$ cat config.mk
export PLATFORM = sky130hd
export DESIGN_NAME = mem_arbiter
export DESIGN_NICKNAME = d
export VERILOG_FILES = /design/src/rtl/mem_arbiter_pkg.sv /design/src/rtl/mem_arbiter_rr_picker.sv /design/src/rtl/mem_arbiter.sv
export SDC_FILE = /design/constraint.sdc
export NUM_CORES = 1
export LEC_CHECK = 0
export CORE_MARGIN = 2
export CORE_UTILIZATION = 30
export CTS_CLUSTER_DIAMETER = 60
export DETAILED_ROUTE_END_ITERATION = 6
export SYNTH_ARGS = -nofsm -noshare
export SYNTH_HDL_FRONTEND = slang
export SYNTH_SLANG_ARGS = --single-unit
$ cat constraint.sdc
create_clock -name clock -period 2.5 [get_ports clock]
set_input_delay 0.375 -clock clock [delete_from_list [all_inputs] [get_ports clock]]
set_output_delay 0.375 -clock clock [all_outputs]
set_load 0.02 [all_outputs]
$ cat src/rtl/mem_arbiter_pkg.sv
// Shared types and constants for the two-port memory arbiter.
// Holds the FSM encoding, default bus widths and the requester port indices.
package mem_arbiter_pkg;

  typedef enum logic [1:0] {
    IDLE  = 2'd0,
    ISSUE = 2'd1,
    WAIT  = 2'd2,
    RESP  = 2'd3
  } state_t;

  localparam int ADDR_W_DEF = 24;
  localparam int DATA_W_DEF = 16;
  localparam int CNT_W      = 4;

  localparam logic PORT_CORE = 1'b0;
  localparam logic PORT_VGA  = 1'b1;

endpackage

$ cat src/rtl/mem_arbiter_rr_picker.sv
// Round-robin choice between two requesters; purely combinational.
// A tie goes to the port that did not win last time.
module rr_picker
  import mem_arbiter_pkg::*;
(
  input  logic req0,
  input  logic req1,
  input  logic last_gnt,
  output logic pick_valid,
  output logic pick
);

  always_comb begin
    pick_valid = req0 | req1;
    if (req0 && req1) begin
      pick = ~last_gnt;
    end else if (req1) begin
      pick = PORT_VGA;
    end else begin
      pick = PORT_CORE;
    end
  end

endmodule

$ cat src/rtl/mem_arbiter.sv
// Shares one memory channel between core (port 0) and VGA fetch (port 1), one transaction at a time.
// Ack arrives MEM_LATENCY+2 cycles after the request is sampled; requesters simply wait on req/ack.
module mem_arbiter
  import mem_arbiter_pkg::*;
#(
  parameter int ADDR_W      = ADDR_W_DEF,
  parameter int DATA_W      = DATA_W_DEF,
  parameter int MEM_LATENCY = 2
) (
  input  logic              clock,
  input  logic              reset_n,
  input  logic              req0,
  input  logic              req1,
  input  logic              we0,
  input  logic              we1,
  input  logic [ADDR_W-1:0] addr0,
  input  logic [ADDR_W-1:0] addr1,
  input  logic [DATA_W-1:0] wdata0,
  input  logic [DATA_W-1:0] wdata1,
  output logic [DATA_W-1:0] rdata0,
  output logic [DATA_W-1:0] rdata1,
  output logic              ack0,
  output logic              ack1,
  output logic              gnt0,
  output logic              gnt1,
  output logic              mem_req,
  output logic              mem_we,
  output logic [ADDR_W-1:0] mem_addr,
  output logic [DATA_W-1:0] mem_wdata,
  input  logic [DATA_W-1:0] mem_rdata,
  output logic              busy
);

  localparam logic [CNT_W-1:0] CNT_LOAD = CNT_W'(MEM_LATENCY - 1);

  state_t            state;
  state_t            state_nxt;
  logic              owner;
  logic              last_gnt;
  logic              lat_we;
  logic [ADDR_W-1:0] lat_addr;
  logic [DATA_W-1:0] lat_wdata;
  logic [CNT_W-1:0]  cnt;
  logic              pick_valid;
  logic              pick;

  rr_picker u_picker (
    .req0       (req0),
    .req1       (req1),
    .last_gnt   (last_gnt),
    .pick_valid (pick_valid),
    .pick       (pick)
  );

  always_ff @(posedge clock or negedge reset_n) begin
    if (!reset_n) begin
      state <= IDLE;
    end else begin
      state <= state_nxt;
    end
  end

  always_comb begin
    state_nxt = state;
    case (state)
      IDLE:    if (pick_valid) state_nxt = ISSUE;
      ISSUE:   state_nxt = WAIT;
      WAIT:    if (cnt == '0) state_nxt = RESP;
      RESP:    state_nxt = IDLE;
      default: state_nxt = IDLE;
    endcase
  end

  // Request fields are frozen at grant so requesters may change inputs freely while in flight.
  always_ff @(posedge clock or negedge reset_n) begin
    if (!reset_n) begin
      owner     <= PORT_CORE;
      last_gnt  <= PORT_VGA;
      lat_we    <= 1'b0;
      lat_addr  <= '0;
      lat_wdata <= '0;
      cnt       <= '0;
      rdata0    <= '0;
      rdata1    <= '0;
    end else begin
      case (state)
        IDLE: begin
          if (pick_valid) begin
            owner     <= pick;
            last_gnt  <= pick;
            lat_we    <= (pick == PORT_VGA) ? we1 : we0;
            lat_addr  <= (pick == PORT_VGA) ? addr1 : addr0;
            lat_wdata <= (pick == PORT_VGA) ? wdata1 : wdata0;
          end
        end
        ISSUE: cnt <= CNT_LOAD;
        WAIT: begin
          if (cnt == '0) begin
            if (!lat_we) begin
              if (owner == PORT_VGA) rdata1 <= mem_rdata;
              else                   rdata0 <= mem_rdata;
            end
          end else begin
            cnt <= cnt - 1'b1;
          end
        end
        default: ;
      endcase
    end
  end

  always_comb begin
    busy      = (state != IDLE);
    mem_req   = (state == ISSUE);
    mem_we    = mem_req & lat_we;
    mem_addr  = mem_req ? lat_addr : '0;
    mem_wdata = mem_req ? lat_wdata : '0;
    gnt0      = busy && (owner == PORT_CORE);
    gnt1      = busy && (owner == PORT_VGA);
    ack0      = (state == RESP) && (owner == PORT_CORE);
    ack1      = (state == RESP) && (owner == PORT_VGA);
  end

endmodule

Yosys cells after proc, flatten, opt, wreduce, memory -nomap -nowiden
Index checks and enable logic that the tools add are counted.
{ "word_totals": {"reg_bits": 81, "latch_bits": 0, "ramBits": 0, "mem_bits_ro": 0, "out_inout_bits": 79, "elab_cells": 47, "n_memories": 0} }
{ "op_classes": {"add_sub_neg": 1, "multipliers": 0, "div": 0, "n_lt_le_gt_ge": 0, "n_eq_ne": 6, "n_shift": 0, "mux": 12, "n_bitwise": 5, "reduce_logical": 14} }
{ "ops": {"columns": ["cell", "n"], "rows": [
  ["$mux 24", 2],
  ["$mux 16", 2],
  ["$pmux 2 s4", 1],
  ["$pmux 4 s2", 1],
  ["$reduce_and 4->1", 2],
  ["$ne 2x2->1 const B", 3],
  ["$reduce_and 2->1", 3],
  ["$logic_and 1x1->1", 5],
  ["$eq 2x2->1 const B", 2],
  ["$logic_not 4->1", 1],
  ["$mux 2", 2],
  ["$mux 4", 1],
  ["$reduce_bool 2->1", 2],
  ["$sub 4x1->4 const B", 1],
  ["$mux 1", 3],
  ["$not 1->1", 3],
  ["$eq 2x1->1 const B", 1],
  ["$logic_not 2->1", 1],
  ["$and 1x1->1", 1],
  ["$or 1x1->1", 1]
]} }

Depth between registers and ports, before layout
{ "depth": {"word_depth": 3, "mapped_depth": 7, "mapped_depth_nobuf": 5} }

Cells and area by module
A second synthesis with hierarchy kept.
{ "hier_totals": {"hier_cells": 342, "hier_area_um2": 3823.7} }
{ "modules_own_cells": {"columns": ["mod", "instances", "cells_per_inst", "area_each_um2", "seq_area_each_um2"], "rows": [
  ["mem_arbiter", 1, 340, 3809.9, 2028.2],
  ["rr_picker", 1, 2, 13.8, 0.0]
]} }

Worst setup path after synthesis
Ideal clock, no wire load.
{ "synth_timing": {"path_type": "flip-flop to flip-flop", "from": "reg cnt[0]", "to": "reg rdata0[10]", "setup_ps": 125, "t_arrival_ps": 2080, "required_time_ps": 2375, "slack_ps": 295, "stages_incl_launch_ff": 8, "period_less_slack_ps": 2205, "path_cell_list": "dfrtp_1 -> inv_1 -> ha_1 -> or3b_1 -> or4b_1 -> buf_6 -> buf_12 -> mux2_4"} }
{ "synth_between": {"elab_chain_len": 2} }
{ "synth_rtl": {"columns": ["element", "line", "rtl"], "rows": [
  ["start: declaration", "mem_arbiter.sv:43", "logic [CNT_W-1:0] cnt;"],
  ["start signal: assignment", "mem_arbiter.sv:104", "cnt <= cnt - 1'b1;"],
  ["$logic_not 4->1", "mem_arbiter.sv:98", "if (cnt == '0) begin"],
  ["$reduce_and 4->1 (no line)", null, null],
  ["end signal: assignment", "mem_arbiter.sv:101", "else rdata0 <= mem_rdata;"],
  ["end: declaration", "mem_arbiter.sv:20", "output logic [DATA_W-1:0] rdata0,"]
]} }
No other way between the ends.
A chain may end at the register's enable or synchronous reset.

Final worst setup path
{ "layout_timing": {"from": "reg state[1]", "to": "out mem_addr[13]"} }
{ "layout_between": {"elab_chain_len": 2} }
{ "layout_rtl": {"columns": ["element", "line", "rtl"], "rows": [
  ["start: declaration", "mem_arbiter.sv:36", "state_t state;"],
  ["start signal: assignment", "mem_arbiter.sv:59", "state <= state_nxt;"],
  ["$eq 2x1->1", "mem_arbiter.sv:114", "mem_req = (state == ISSUE);"],
  ["$mux 24", "mem_arbiter.sv:116", "mem_addr = mem_req ? lat_addr : '0;"],
  ["end: declaration", "mem_arbiter.sv:28", "output logic [ADDR_W-1:0] mem_addr,"]
]} }
No other way between the ends.

==> results.yml <==
detailed_routing:
  drcViolationCount: 0
  drtAntennaViolNets: 0
  viasPerCell: 4.47
  routed_wl_um: 9800
  wire_per_inst_um: 14.1
  drt_first_pass_iters: 4
  drtIter0Drc: 115
  vias: 3109
place:
  place_congestion: 0.739
  dpl.hpwl_um: 7280
  port_buffers: 180
worst_setup_path:
  path_class: "reg2out"
  endpoint_kind: "output pin"
  critical_path_buf_inv_count: 3
  cpMaxStageDelayCell: "clkdlybuf4s50_1"
  critPathMaxFanout: 44
  cp.arrival_ps: 2030
  slowest_delay_ps: 630
  path_delay_family: "buffers and inverters"
  start_kind: "register"
  cp.required_ps: 2120
  crit_chain: "inv_1 > ha_1 > buf_12 > and2_1 > clkdlybuf4s50_1"
pwr:
  power.total_mw: 7.05
  powerDensity_nw_per_um2: 1140
  p_leak_nw: 2.85
  ir_drop_uv: 362
floorplan:
  die-area_um2: 13800
  die-width_um: 118
  pin_count: 181
  row_count: 41
  coreArea_um2: 12600
  initial_core_util: 0.306
  die_h_um: 118
timing:
  relSlewSlack: 0.668
  max_freq_mhz: 416
  hold_ws_ps: 7.44
  grt_setup_unrepaired: "no"
  tns_ps: 0
  fin_crit_ps: 2400
  worst_pin_slew_ps: 498
  finalClockSkew_ps: 10.2
  finalHoldViolCount: 0
  setup_violations: 0
  finalMaxSlewViolations: 0
  finalCritPeriodShare: 0.960
clock_tree:
  cts_buffer_depth: 2
  cts.clk_slew.worst_paths_ps: 70
  cts_tree: "done"
  clk_latency_ps: 340
  cts_sinks: 81
  holdBufCountCts: 0
  cts-root-buf: "clkbuf_16"
  h-tree-depth: 3
  cts-buffers-inserted: 9
  post-cts-setup-buffers: 0
final_layout:
  layout-drive-gt1-share: 0.119
  area.growth.synth_to_final_pct: 60.3
  num_antenna_cells: 0
  nFillCells: 1182
  fin_nets: 625
global_routing:
  grt_max_degree: 65
  grt_overflow: 0
  track_usage: 0.145
  grt_pass1_wl_um: 16000
  antenna_found_initial: 0
  grt_pass1_vias: 3147
yosys:
  yosys-top-cells-area: "dfrtp_1 52%, mux2i_1 11%, mux2_2 7.0%"
  yosysTopAreaCellShare: 0.518
  synth.cell_area_um2: 3860
  ys_warn_count: 0
  synth_fp_nets: 449
  ys_types: 30
  synth_top_area_cell: "dfrtp_1"
  netlist_instances: 342
  synth_seq_cells: 81
  ys_seq_area_frac: 0.525
  syn_avg_cell_area_um2: 11.3
run_status:
  status: "finished, final reports clean"
hold_path:
  hp-class: "in2async"
run:
  cap_violations: 0
-- worst reg2reg max path: cells and delay by family (launching register included) --
family                   cells  cell delay (ps)
flip-flops                   1              390
multiplexers                 1              330
adder cells (fa/ha/maj)      1              210
buffers and inverters        2              330
AND/OR/NAND/NOR              2              860
-- placed cells by master, fill, tap and decap left out, drive strengths merged --
cell type      count
clkdlybuf4s50    175
dfrtp             80
nand2             44
o21ai             43
and2              42
mux2i             42
mux2              34
clkbuf             9
buf                9
inv                7
ha                 5
nor2               4
dlymetal6s2s       4
a21oi              3
clkinv             3
nor2b              2
a22o               2
nor3               2
a21bo              1
or3b               1
nor3b              1
o22ai              1
xnor2              1
or4b               1
a22oi              1
o22a               1
and4b              1
a31oi              1
clkinvlp           1
bufinv             1
dfstp              1
-- state kept, by name (all words and copies together), names as in the netlist --
name and cells:
cnt 4, last_gnt 1, lat_wdata 16, rdata1 16, owner 1, lat_we 1, lat_addr 24, rdata0 16
state 2
-- cell usage after synthesis --
master / number
inv_1: 5
ha_1: 5
o22ai_1: 1
nor2b_1: 2
nor3_1: 2
buf_12: 1
a22o_1: 2
buf_2: 6
xnor2_1: 1
a21bo_2: 1
mux2_2: 24
nor3b_1: 1
or3b_1: 1
a31oi_1: 1
nand2_1: 44
dfrtp_1: 80
o21ai_0: 43
o22a_1: 1
mux2_4: 10
and2_1: 42
a21oi_1: 3
dfstp_2: 1
a22oi_1: 1
clkbuf_1: 14
buf_1: 1
nor2_1: 4
mux2i_1: 42
and4b_1: 1
or4b_1: 1
buf_6: 1
-- per-layer routing --
| metal | GRT usage | share of wire | up-vias |
|---|---|---|---|
| met5 | 0 | 0 | - |
| met4 | 0.0617 | 0.020 | 0 |
| met3 | 0.0422 | 0.072 | 14 |
| met2 | 0.234 | 0.46 | 125 |
| met1 | 0.183 | 0.45 | 1455 |
| li1 | - | - | 1515 |
-- worst paths after layout --
check,startpoint,to,slack [ps],depth (start not counted)
min in group clock,lat_wdata[8],lat_wdata[8],470,2
min reg2reg,lat_wdata[8],lat_wdata[8],470,2
max,state[1],mem_addr[13],100,5
max reg2reg,cnt[0],rdata0[7],250,6
min,reset_n,cnt[3],7,1
max in group asynchronous,reset_n,lat_addr[7],1880,2
-- power by group --
group / switching (mW) / total [mW] / internal (mW) / leakage [nW]
combinational: 1.67 / 3.41 / 1.75 / 1.71
clock: 0.557 / 1.34 / 0.782 / 0.146
sequential: 0.335 / 2.29 / 1.96 / 0.996
total: 2.56 / 7.05 / 4.49 / 2.85
-- metrics by stage --
| step | instance area, um^2 | instances | worst slack, ps | util |
|---|---|---|---|---|
| 6_report | 6200 | 695 | 99.0 | 0.491 |
| 4_1_cts | 6190 | 695 | 61.3 | 0.490 |
| 3_3_place_gp | 5880 | 679 | 304 | 0.466 |
| 5_1_grt | 6200 | 695 | 3.46 | 0.491 |
| 2_1_floorplan | 3860 | 342 | 295 | - |
| 3_5_place_dp | 5880 | 679 | 260 | 0.466 |
-- layout make-up --
class                           instances  area, um^2  area share
Clock inverter                          7        77.6      0.0125
Tap cell                              172         215      0.0347
Sequential cell                        81        2030       0.327
Timing Repair Buffer                  188        1920       0.310
Clock buffer                            9         225      0.0363
Multi-Input combinational cell        233        1710       0.276
Inverter                                5        18.8     0.00303
-- cell families (layout without fill, tap and decap cells) --
group | after synthesis | count (layout) | synth area share
buf+inv | 28 | 209 | 0.0353
mux | 76 | 76 | 0.218
xor+xnor | 1 | 1 | 0.00227
compound gates | 53 | 53 | 0.0741
fa+ha+maj | 5 | 5 | 0.0162
flops | 81 | 81 | 0.525
simple gates | 98 | 98 | 0.130
-- repair_timing --
| item | in CTS | in global routing |
|---|---|---|
| resized for setup | 0 | 4 |
| hold endpoints to repair | 0 | 0 |
| endpoints found under the setup margin | 0 | 4 |
No activity file was read; power rests on OpenSTA's default activity.
